File: src/rtl/shifter_pkg.sv
// Shared types and helpers for the pipelined barrel shifter.
// The optional rotate mode is selected at build time by SHIFTER_ROTATE_EN
// (see pipelined_barrel_shifter.sv); nothing in this package depends on it.
package shifter_pkg;

    typedef enum logic [1:0] {
        SH_SLL = 2'b00,
        SH_SRL = 2'b01,
        SH_SRA = 2'b10,
        SH_ROT = 2'b11
    } shift_mode_t;

    // Upper bound on WIDTH supported by bit_reverse (operand is zero-extended to this).
    localparam int MAX_WIDTH = 256;

    // Number of log-shift levels handled per pipeline stage; the last stage takes the remainder.
    function automatic int levels_per_stage(input int shamt_w, input int stages);
        return (shamt_w + stages - 1) / stages;
    endfunction

    // Reverses the low w bits of v; bits at and above w come back as zero.
    function automatic logic [MAX_WIDTH-1:0] bit_reverse(input logic [MAX_WIDTH-1:0] v, input int w);
        logic [MAX_WIDTH-1:0] r;
        r = '0;
        for (int i = 0; i < MAX_WIDTH; i++) begin
            if (i < w) r[w-1-i] = v[i];
        end
        return r;
    endfunction

endpackage

File: src/rtl/shift_stage.sv
// Combinational slice of the log shifter: levels HI down to HI-NLEV+1.
// Each level shifts left by 2**level when its shamt bit is set, filling the
// vacated low bits either with the carried fill bit or, for rotate, with the
// bits shifted out the top. NLEV may be zero for a trailing stage with no levels.
module shift_stage #(
    parameter int WIDTH   = 32,
    parameter int SHAMT_W = 5,
    parameter int HI      = 4,
    parameter int NLEV    = 1
) (
    input  logic [WIDTH-1:0]   data_in,
    input  logic [SHAMT_W-1:0] shamt,
    input  logic               fill,
    input  logic               rot,
    output logic [WIDTH-1:0]   data_out
);

    // Each stage only looks at its own shamt bits; the rest are intentionally ignored.
    logic unused_in;
    assign unused_in = ^{shamt, fill, rot};

    function automatic logic [WIDTH-1:0] level_shift(input logic [WIDTH-1:0] d, input int lvl,
                                                     input logic fill_bit, input logic rot_en);
        int               amt;
        logic [WIDTH-1:0] spill;
        amt = 1 << lvl;
        if (rot_en)        spill = d >> (WIDTH - amt);
        else if (fill_bit) spill = ~({WIDTH{1'b1}} << amt);
        else               spill = '0;
        return (d << amt) | spill;
    endfunction

    // Apply this stage's levels, largest shift first.
    always_comb begin
        data_out = data_in;
        for (int i = 0; i < NLEV; i++) begin
            if (shamt[HI-i]) data_out = level_shift(data_out, HI - i, fill, rot);
        end
    end

endmodule

File: src/rtl/pipelined_barrel_shifter.sv
// Pipelined SLL/SRL/SRA/(ROL) shifter with valid/ready handshake, tag
// pass-through and flush. Right shifts reuse the left-shift network by
// bit-reversing the operand on entry and the result on exit.
// Build option: define SHIFTER_ROTATE_EN to make mode 11 a rotate-left;
// otherwise mode 11 passes the operand through and flags out_illegal.
module pipelined_barrel_shifter
    import shifter_pkg::*;
#(
    parameter int  WIDTH       = 32,
    parameter int  PIPE_STAGES = 2,
    parameter int  TAG_W       = 5,
    localparam int SHAMT_W     = $clog2(WIDTH)
) (
    input  logic               clock,
    input  logic               reset,
    input  logic               flush,
    input  logic               in_valid,
    output logic               in_ready,
    input  logic [WIDTH-1:0]   in_data,
    input  logic [SHAMT_W-1:0] in_shamt,
    input  logic [1:0]         in_mode,
    input  logic [TAG_W-1:0]   in_tag,
    output logic               out_valid,
    input  logic               out_ready,
    output logic [WIDTH-1:0]   out_data,
    output logic [TAG_W-1:0]   out_tag,
    output logic               out_illegal
);

    localparam int LPS  = levels_per_stage(SHAMT_W, PIPE_STAGES);
    localparam int LAST = PIPE_STAGES - 1;

    function automatic logic [WIDTH-1:0] rev_w(input logic [WIDTH-1:0] v);
        logic [MAX_WIDTH-1:0] wide;
        wide = bit_reverse({{(MAX_WIDTH-WIDTH){1'b0}}, v}, WIDTH);
        return wide[WIDTH-1:0];
    endfunction

    // Stage register contents (q_*) and the values offered to each stage (src_*).
    logic [PIPE_STAGES-1:0]              q_v, src_v, q_f, src_f;
    logic [PIPE_STAGES-1:0][WIDTH-1:0]   q_d, src_d, shf_d;
    logic [PIPE_STAGES-1:0][SHAMT_W-1:0] q_s, src_s;
    logic [PIPE_STAGES-1:0][TAG_W-1:0]   q_t, src_t;
    shift_mode_t [PIPE_STAGES-1:0]       q_m, src_m;
    logic [PIPE_STAGES:0]                rdy;

    // Entry conditioning: reverse for right shifts, capture sign fill, neutralise illegal mode.
    shift_mode_t        mode_in;
    logic               rev_in;
    logic [WIDTH-1:0]   pre_d;
    logic [SHAMT_W-1:0] pre_s;
    logic               pre_f;

    assign mode_in = shift_mode_t'(in_mode);
    assign rev_in  = (mode_in == SH_SRL) || (mode_in == SH_SRA);
    assign pre_d   = rev_in ? rev_w(in_data) : in_data;
    assign pre_f   = (mode_in == SH_SRA) && in_data[WIDTH-1];

`ifdef SHIFTER_ROTATE_EN
    assign pre_s       = in_shamt;
    assign out_illegal = 1'b0;
`else
    // Unsupported rotate travels with shamt forced to 0, so it emerges unshifted.
    assign pre_s       = (mode_in == SH_ROT) ? '0 : in_shamt;
    assign out_illegal = (q_m[LAST] == SH_ROT);
`endif

    // Ready ripples back from the consumer: a stage can load if empty or draining.
    always_comb begin
        rdy              = '0;
        rdy[PIPE_STAGES] = out_ready;
        for (int k = PIPE_STAGES - 1; k >= 0; k--) begin
            rdy[k] = !q_v[k] || rdy[k+1];
        end
    end

    assign in_ready = rdy[0];

    for (genvar k = 0; k < PIPE_STAGES; k++) begin : g_stage
        localparam int HI     = SHAMT_W - 1 - k * LPS;
        localparam int REMAIN = SHAMT_W - k * LPS;
        localparam int NLEV   = (REMAIN <= 0) ? 0 : ((REMAIN < LPS) ? REMAIN : LPS);

        logic               v_r, f_r;
        logic [WIDTH-1:0]   d_r;
        logic [SHAMT_W-1:0] s_r;
        logic [TAG_W-1:0]   t_r;
        shift_mode_t        m_r;

        if (k == 0) begin : g_src_in
            assign src_v[k] = in_valid;
            assign src_d[k] = pre_d;
            assign src_s[k] = pre_s;
            assign src_f[k] = pre_f;
            assign src_t[k] = in_tag;
            assign src_m[k] = mode_in;
        end else begin : g_src_prev
            assign src_v[k] = q_v[k-1];
            assign src_d[k] = q_d[k-1];
            assign src_s[k] = q_s[k-1];
            assign src_f[k] = q_f[k-1];
            assign src_t[k] = q_t[k-1];
            assign src_m[k] = q_m[k-1];
        end

        shift_stage #(
            .WIDTH   (WIDTH),
            .SHAMT_W (SHAMT_W),
            .HI      (HI),
            .NLEV    (NLEV)
        ) u_stage (
            .data_in  (src_d[k]),
            .shamt    (src_s[k]),
            .fill     (src_f[k]),
            .rot      (src_m[k] == SH_ROT),
            .data_out (shf_d[k])
        );

        // Stage register: valid obeys reset > flush > handshake; payload loads on transfer.
        always_ff @(posedge clock) begin
            if (reset) begin
                v_r <= 1'b0;
                d_r <= '0;
                s_r <= '0;
                f_r <= 1'b0;
                t_r <= '0;
                m_r <= SH_SLL;
            end else begin
                if (flush)       v_r <= 1'b0;
                else if (rdy[k]) v_r <= src_v[k];
                if (rdy[k] && src_v[k]) begin
                    d_r <= shf_d[k];
                    s_r <= src_s[k];
                    f_r <= src_f[k];
                    t_r <= src_t[k];
                    m_r <= src_m[k];
                end
            end
        end

        assign q_v[k] = v_r;
        assign q_d[k] = d_r;
        assign q_s[k] = s_r;
        assign q_f[k] = f_r;
        assign q_t[k] = t_r;
        assign q_m[k] = m_r;
    end

    // The final stage's shamt and fill have no further consumer.
    logic unused_tail;
    assign unused_tail = ^{q_s[LAST], q_f[LAST]};

    assign out_valid = q_v[LAST];
    assign out_tag   = q_t[LAST];
    assign out_data  = ((q_m[LAST] == SH_SRL) || (q_m[LAST] == SH_SRA)) ? rev_w(q_d[LAST]) : q_d[LAST];

endmodule

File: config.mk
export PLATFORM = sky130hd
export DESIGN_NAME = pipelined_barrel_shifter
export DESIGN_NICKNAME = d
export VERILOG_FILES = /design/src/rtl/shifter_pkg.sv /design/src/rtl/shift_stage.sv /design/src/rtl/pipelined_barrel_shifter.sv
export SDC_FILE = /design/constraint.sdc
export NUM_CORES = 1
export LEC_CHECK = 0
export ABC_CLOCK_PERIOD_IN_PS = 1700
export BUFFER_PORTS_ARGS = -buffer_cell sky130_fd_sc_hd__clkbuf_2
export CAP_MARGIN = 20
export CORE_ASPECT_RATIO = 0.5
export CORE_MARGIN = 8
export CORE_UTILIZATION = 38
export CTS_CLUSTER_DIAMETER = 120
export DETAILED_ROUTE_END_ITERATION = 10
export PLACE_DENSITY = 0.68
export SYNTH_ARGS = -nofsm -noshare
export SYNTH_HDL_FRONTEND = slang
export SYNTH_SLANG_ARGS = --single-unit
File: constraint.sdc
create_clock -name clock -period 1.7 [get_ports clock]
set_clock_uncertainty 0.1 [all_clocks]
set_input_delay 0.085 -clock clock [delete_from_list [all_inputs] [get_ports clock]]
set_output_delay 0.085 -clock clock [all_outputs]
set_load 0.05 [all_outputs]
==> flow_summary.toml, run 1 <==
[routing]
drt-total-wl_um = 18900
vias = 5607
routed.top_layer = "met4"
detail_route.drc_violations = 0
met2WireLength_um = 8280
drt-pass1-iter-count = 5
m1WireLength_um = 8800
routedWlPerCell_um = 18.9
wl_met3_um = 1370
vias_per_cell = 5.63
drt_iter0_markers = 428
ant_nets = 0

[sta]
final_hold_viol_count = 0
final.setup.tns_ns = -5.13
slew_headroom = 0.659
layout_min_cycle_time_ns = 1.89
period_share = 1.11
slew_viol_final = 0
fmax_mhz = 530
final-setup-viol-count = 34
worst_slack_ns = -0.186
rsz0062_at_grt = "yes"
worst_slew_pin_slew_ns = 0.510

[clocking]
cts_root_buffer = "clkbuf_16"
cts_made_buffers = 9
clock_sinks = 83
htree_levels = 3
clk_latency_ns = 0.33
clk_pin_slew_worst_paths_ns = 0.06
cts_tree = "yes"
clock_path_buffers = 2

[logic_synthesis]
avgSynthCellArea_um2 = 8.66
synthArstFlopShare = 0
synthesis.nets = 680
ys_top_cells_by_area = "dfxtp_1 31%, mux4_2 12%, mux2_2 9.5%, nand2_1 8.6%, mux2i_1 6.3%"
synth_area_um2 = 5440
synth_edf_count = 0
synth_area_leader_cell = "dfxtp_1"
syn_inst = 628
yosys_register_bits = 83
ys_warn_count = 0
yosysTopAreaCellShare = 0.305
synth-main-ff-cell = "dfxtp_1"
yosysSeqAreaShare = 0.305
synth_cell_types = 54

[power_and_ir_drop]
power_density_nw_per_um2 = 748
power_leakage_nw = 3.19
finalPower_w = 0.00593
ir_worst_vdd_uv = 613

[global_route]
grt_pass1_vias = 5374
grt_usage = 0.197
antenna_found_initial = 0
grt_pass1_wl_um = 29200
grt_max_degree = 81
grt_overflow_total = 0

[setup_path]
cpPeakStageDelay_ns = 0.36
r2r_cells = 6
cp_top_family = "adder cells"
cp-end-kind = "primary output"
crit_type = "register to primary output"
worst_path_max_delay_cell = "ha_4"
crit_arrival_ns = 1.70
worstReg2RegStart = "out_valid"
r2r-end = "g_stage[0].d_r[18]"
critPathLaunchType = "register"
crit_chain = "ha_4, clkbuf_16, mux2_4, buf_8"
rrSetupSlack_ns = 0.10
path_buf_inv = 2
critPathRequiredTime_ns = 1.51
path_max_fanout = 8

[status]
violations = "negative setup slack"
outcome = "finished, violations left"

[floorplan]
die_y_um = 101
core_um2 = 14200
fp.dieArea_um2 = 18600
start_util = 0.382
die_w_um = 185
fp-row-count = 31
ios = 89

[finish]
syn2layout_area_growth_pct = 45.7
drive_above_1_share = 0.409
instances_no_fill = 996
final_area_um2 = 7930
antenna_cells = 0
finalNetCount = 845

[place]
gp_congestion = 0.911
io_buffers = 88
pre_cts_slack_ns = -0.451
placedInstanceArea_um2 = 6710
placedCellCount = 956
detailed_place_hpwl_um = 13900

[worst_hold_path]
hp-start = "out_ready"
holdCritPathClass = "input port to register"
whs_path_depth = 4
hold_path_end = "g_stage[0].v_r"

[run]
cap_violations = 0
[cells in the mapped netlist (6+ instances only)]
master and count:
mux4_2 30, o21ai_0 17, nand2_1 124, nand3_1 15, nor2_1 45, mux2i_1 34
a211oi_1 10, buf_1 8, nor3_1 9, nor2b_1 7, clkbuf_1 31, nand2b_1 6
o22ai_1 13, a21oi_1 64, mux2_2 46, dfxtp_1 83, buf_2 10
[final cells by class]
class                      count  area, um^2
fill                        1253        6310
clock inverter                 6        80.1
inverter                       1        6.26
tap                          198         248
timing repair buffer         210        1920
multi-input combinational    488        3780
clock buffer                  10         229
sequential                    83        1670
[worst max path at each step]
stage                                 start                  to  slack (ns)  cells after the start
after floorplan                   out_valid  g_stage[0].d_r[22]       -0.25                      7
after global placement           in_mode[0]  g_stage[0].d_r[25]       -0.43                     10
after detailed placement         in_mode[0]  g_stage[0].d_r[25]       -0.45                     10
after CTS                 g_stage[1].m_r[1]         out_data[7]       -0.20                      4
after global routing      g_stage[1].m_r[1]        out_data[13]       -0.21                      4
final                     g_stage[1].m_r[1]        out_data[13]       -0.19                      4
[layout by cell type (no fill, tap or decap), types with 3 or more instances in the layout]
| cell | netlist | final |
|---|---|---|
| nand2b_1 | 6 | 4 |
| a211oi_1 | 10 | 10 |
| o221ai_1 | 3 | 3 |
| o21ai_0 | 17 | 12 |
| buf_8 | 0 | 32 |
| nor3_1 | 9 | 9 |
| nand2_1 | 124 | 122 |
| mux2_2 | 46 | 13 |
| clkbuf_2 | 0 | 54 |
| dlygate4sd3_1 | 0 | 12 |
| nor2b_1 | 7 | 6 |
| a21oi_1 | 64 | 62 |
| dfxtp_2 | 0 | 3 |
| nor2_1 | 45 | 44 |
| a21o_1 | 3 | 3 |
| and2_1 | 4 | 4 |
| o211ai_1 | 5 | 5 |
| a22oi_1 | 3 | 3 |
| a222oi_1 | 3 | 3 |
| ha_4 | 0 | 3 |
| mux2i_1 | 34 | 27 |
| mux2_4 | 1 | 34 |
| buf_4 | 2 | 96 |
| a31oi_1 | 5 | 5 |
| nand3b_1 | 3 | 3 |
| buf_12 | 1 | 10 |
| mux4_2 | 30 | 30 |
| clkinv_2 | 0 | 4 |
| nor3b_1 | 3 | 3 |
| mux2i_2 | 0 | 7 |
| dfxtp_1 | 83 | 79 |
| o22ai_1 | 13 | 13 |
| o21ai_1 | 0 | 5 |
| clkbuf_16 | 0 | 12 |
| nand3_1 | 15 | 13 |
[stage by stage]
step | utilization | hold WS (ns)
after floorplan | - | 0.0544
after global placement | 0.471 | 0.160
after detailed placement | 0.471 | 0.166
after CTS | 0.531 | 0.0422
after global routing | 0.557 | 0.100
final | 0.557 | 0.0589
[cell families after synthesis]
| kind of cell | after synthesis | synth area share |
|---|---|---|
| AO/OA/AOI/OAI | 150 | 0.175 |
| adder cells (fa/ha/maj) | 3 | 0.00690 |
| AND/OR/NAND/NOR | 224 | 0.177 |
| buffers and inverters | 57 | 0.0515 |
| flip-flops | 83 | 0.305 |
| multiplexers | 111 | 0.285 |
[report_power, final]
group | internal [W] | switching, W
Combinational | 0.000879 | 0.000857
Clock | 0.00128 | 0.000748
Sequential | 0.00205 | 0.000123
[tightest hold or removal path, cell delays in order]
cell and delay, ns:
clkbuf_2 0.10, nor2b_1 0.05, a21oi_1 0.16, nor3_1 0.05
[registers in the layout (all words and copies together) (netlist names)]
| register | cells |
|---|---|
| g_stage.d_r | 64 |
| g_stage.t_r | 5 |
| out_tag | 5 |
| g_stage.m_r | 4 |
| g_stage.f_r | 1 |
| g_stage.s_r | 2 |
| out_valid | 1 |
| g_stage.v_r | 1 |
[timing repair]
| action | in CTS | in global routing |
|---|---|---|
| setup buffers | 6 | 2 |
| hold buffers | 12 | 0 |
| pin swaps | 2 | 9 |
| cloned | 1 | 3 |
| endpoints found under the hold margin | 11 | 0 |
| resized for setup | 78 | 95 |
| setup endpoints to repair | 45 | 56 |
[metal layers]
layer / vias up / GRT usage
met1: 2699 / 0.274
met2: 247 / 0.296
met4: 0 / 0.0721
met5: - / 0
li1: 2629 / -
met3: 32 / 0.0414
(Power assumes the default switching activity.)
==> run 2, diff against run 1 <==
--- a/config.mk
+++ b/config.mk
@@ -13,6 +13,7 @@
 export CORE_UTILIZATION = 38
 export CTS_CLUSTER_DIAMETER = 120
 export DETAILED_ROUTE_END_ITERATION = 10
+export GPL_ROUTABILITY_DRIVEN = 0
 export PLACE_DENSITY = 0.68
 export SYNTH_ARGS = -nofsm -noshare
 export SYNTH_HDL_FRONTEND = slang
==> constraint.sdc (replaced) <==
create_clock -name clock -period 1.7 [get_ports clock]
set_clock_uncertainty 0.1 [all_clocks]
set_input_delay 0.17 -clock clock [delete_from_list [all_inputs] [get_ports clock]]
set_output_delay 0.17 -clock clock [all_outputs]
set_load 0.05 [all_outputs]
==> run 2 against run 1 <==
  * The run still ends with negative setup slack left
  * Final cell count is 2.0% lower
  * Largest cell class unchanged
  * First-iteration DRC count grew 24%
  * Sequential share of layout area shrank 0.096 points
  * Core utilization up 0.25 points
  * Highest routed layer unchanged
  * Clock power shrank 8%
  * Count of clock-buffer cells in the layout rose by 3
  * Critical path type unchanged
  * Flip-flop and latch count unchanged
  * Cell area grew 0.46%
==> flow_summary.toml, run 2 (synthesis results as in run 1) <==
[status]
outcome = "finished, violations left"
violations = "negative setup slack"

[floorplan]
fp.dieArea_um2 = 18600
fp-row-count = 31
die_y_um = 101
die_w_um = 185
core_um2 = 14200
ios = 89
start_util = 0.382

[sta]
slew_viol_final = 0
fmax_mhz = 508
rsz0062_at_grt = "yes"
layout_min_cycle_time_ns = 1.97
final.setup.tns_ns = -8.29
final_hold_viol_count = 0
worst_slack_ns = -0.268
slew_headroom = 0.620
final-setup-viol-count = 40
period_share = 1.16
worst_slew_pin_slew_ns = 0.569
holdWs_ns = 0.0525

[routing]
detail_route.drc_violations = 0
vias_per_cell = 5.58
drt-total-wl_um = 18100
drt-pass1-iter-count = 5
vias = 5445
ant_nets = 0
drt_iter0_markers = 531
routedWlPerCell_um = 18.5

[place]
placedCellCount = 938
detailed_place_hpwl_um = 13100
io_buffers = 88

[finish]
multi_input_area_um2 = 3960
layout_commonest_cell = "nand2_1"
drive_above_1_share = 0.429
largest_register_ffs = 64
syn2layout_area_growth_pct = 46.3
fillers = 1241
antenna_cells = 0
final_cell_mix = "121 x nand2_1, 79 x dfxtp_1, 70 x buf_4"
instances_no_fill = 976
top_register = "g_stage.d_r"
ff_latch_area_um2 = 1670
utilization = 0.559
finalNetCount = 825

[setup_path]
cp-end-kind = "primary output"
rrSetupSlack_ns = 0.06
worstReg2RegStart = "g_stage[0].m_r[0]"
r2r_cells = 5
crit_type = "register to primary output"
critPathRequiredTime_ns = 1.43
critPathLaunchType = "register"
r2r-end = "g_stage[1].d_r[1]"
crit_arrival_ns = 1.70
path_max_fanout = 8

[global_route]
grt_pass1_wl_um = 27500
antenna_found_initial = 0
grt_usage = 0.184
grt_pass1_vias = 5262
grt_max_degree = 41
grt_overflow_total = 0

[worst_hold_path]
hp-start = "out_ready"
whs_path_depth = 4
holdCritPathClass = "input port to register"
hold_path_end = "out_valid"

[power_and_ir_drop]
power_density_nw_per_um2 = 731
ir_worst_vdd_uv = 566
power_leakage_nw = 3.13

[run]
cap_violations = 0

[clocking]
clk_latency_ns = 0.33
clock_sinks = 83
cts_tree = "yes"
clock_path_buffers = 2
cts_made_buffers = 9
clk_pin_slew_worst_paths_ns = 0.06
htree_levels = 3
cts_root_buffer = "clkbuf_16"
## run 2: cell count changes in the layout (fill, tap and decap cells not counted), moves of 5 or more
cell,delta
a21oi_1,-5
mux2i_4,+5
mux2_4,+6
buf_4,-26
mux2_2,-6
buf_6,+10
## run 2: area by class of cell
class / count / area share
Inverter: 1 / 0.00110
Multi-Input combinational cell: 488 / 0.497
Tap cell: 198 / 0.0311
Clock inverter: 3 / 0.00251
Timing Repair Buffer: 190 / 0.224
Clock buffer: 13 / 0.0341
Sequential cell: 83 / 0.210
## run 2: worst max-delay path: stages, from the launching register on
cell and delay, ns:
dfxtp_2 0.33, ha_4 0.35, clkbuf_16 0.20, mux2_4 0.32, buf_8 0.15
## run 2: what timing repair did
item / in CTS / in global routing
pin swaps: 10 / 25
resized for setup: 90 / 136
hold buffers: 8 / 0
cloned: 1 / 3
hold endpoints to repair: 9 / 0
buffers inserted: 5 / 8
setup endpoints to repair: 47 / 60
## run 2: per-stage QoR
step | setup slack [ns] | power, W | cell area [um^2]
5_1_grt | -0.304 | 0.00604 | 7960
3_3_place_gp | -0.470 | 0.00360 | 6570
4_1_cts | -0.286 | 0.00558 | 7390
6_report | -0.268 | 0.00582 | 7960
2_1_floorplan | -0.250 | 0.00310 | 5530
3_5_place_dp | -0.545 | 0.00362 | 6570
## run 2: how the worst max path moves through the flow
stage	from	to	slack [ns]
final	g_stage[1].m_r[1]	out_data[8]	-0.27
after global routing	g_stage[1].m_r[1]	out_data[10]	-0.30
after CTS	g_stage[1].m_r[1]	out_data[25]	-0.29
after detailed placement	in_mode[0]	g_stage[0].d_r[24]	-0.54
after global placement	in_mode[0]	g_stage[0].d_r[24]	-0.47
after floorplan	out_valid	g_stage[0].d_r[22]	-0.25
## run 2: where the power goes
part / switching (W) / leakage (nW) / internal, W / total, W
clock: 0.000743 / 0.137 / 0.00112 / 0.00186
combinational: 0.000892 / 2.31 / 0.000907 / 0.00180
sequential: 0.000116 / 0.681 / 0.00205 / 0.00216
## run 2: per-layer routing
metal | vias to the layer above | GRT usage | part of all wire
li1 | 2594 | - | -
met5 | - | 0 | 0
met2 | 216 | 0.279 | 0.44
met1 | 2602 | 0.256 | 0.47
met3 | 33 | 0.0381 | 0.070
met4 | 0 | 0.0605 | 0.020
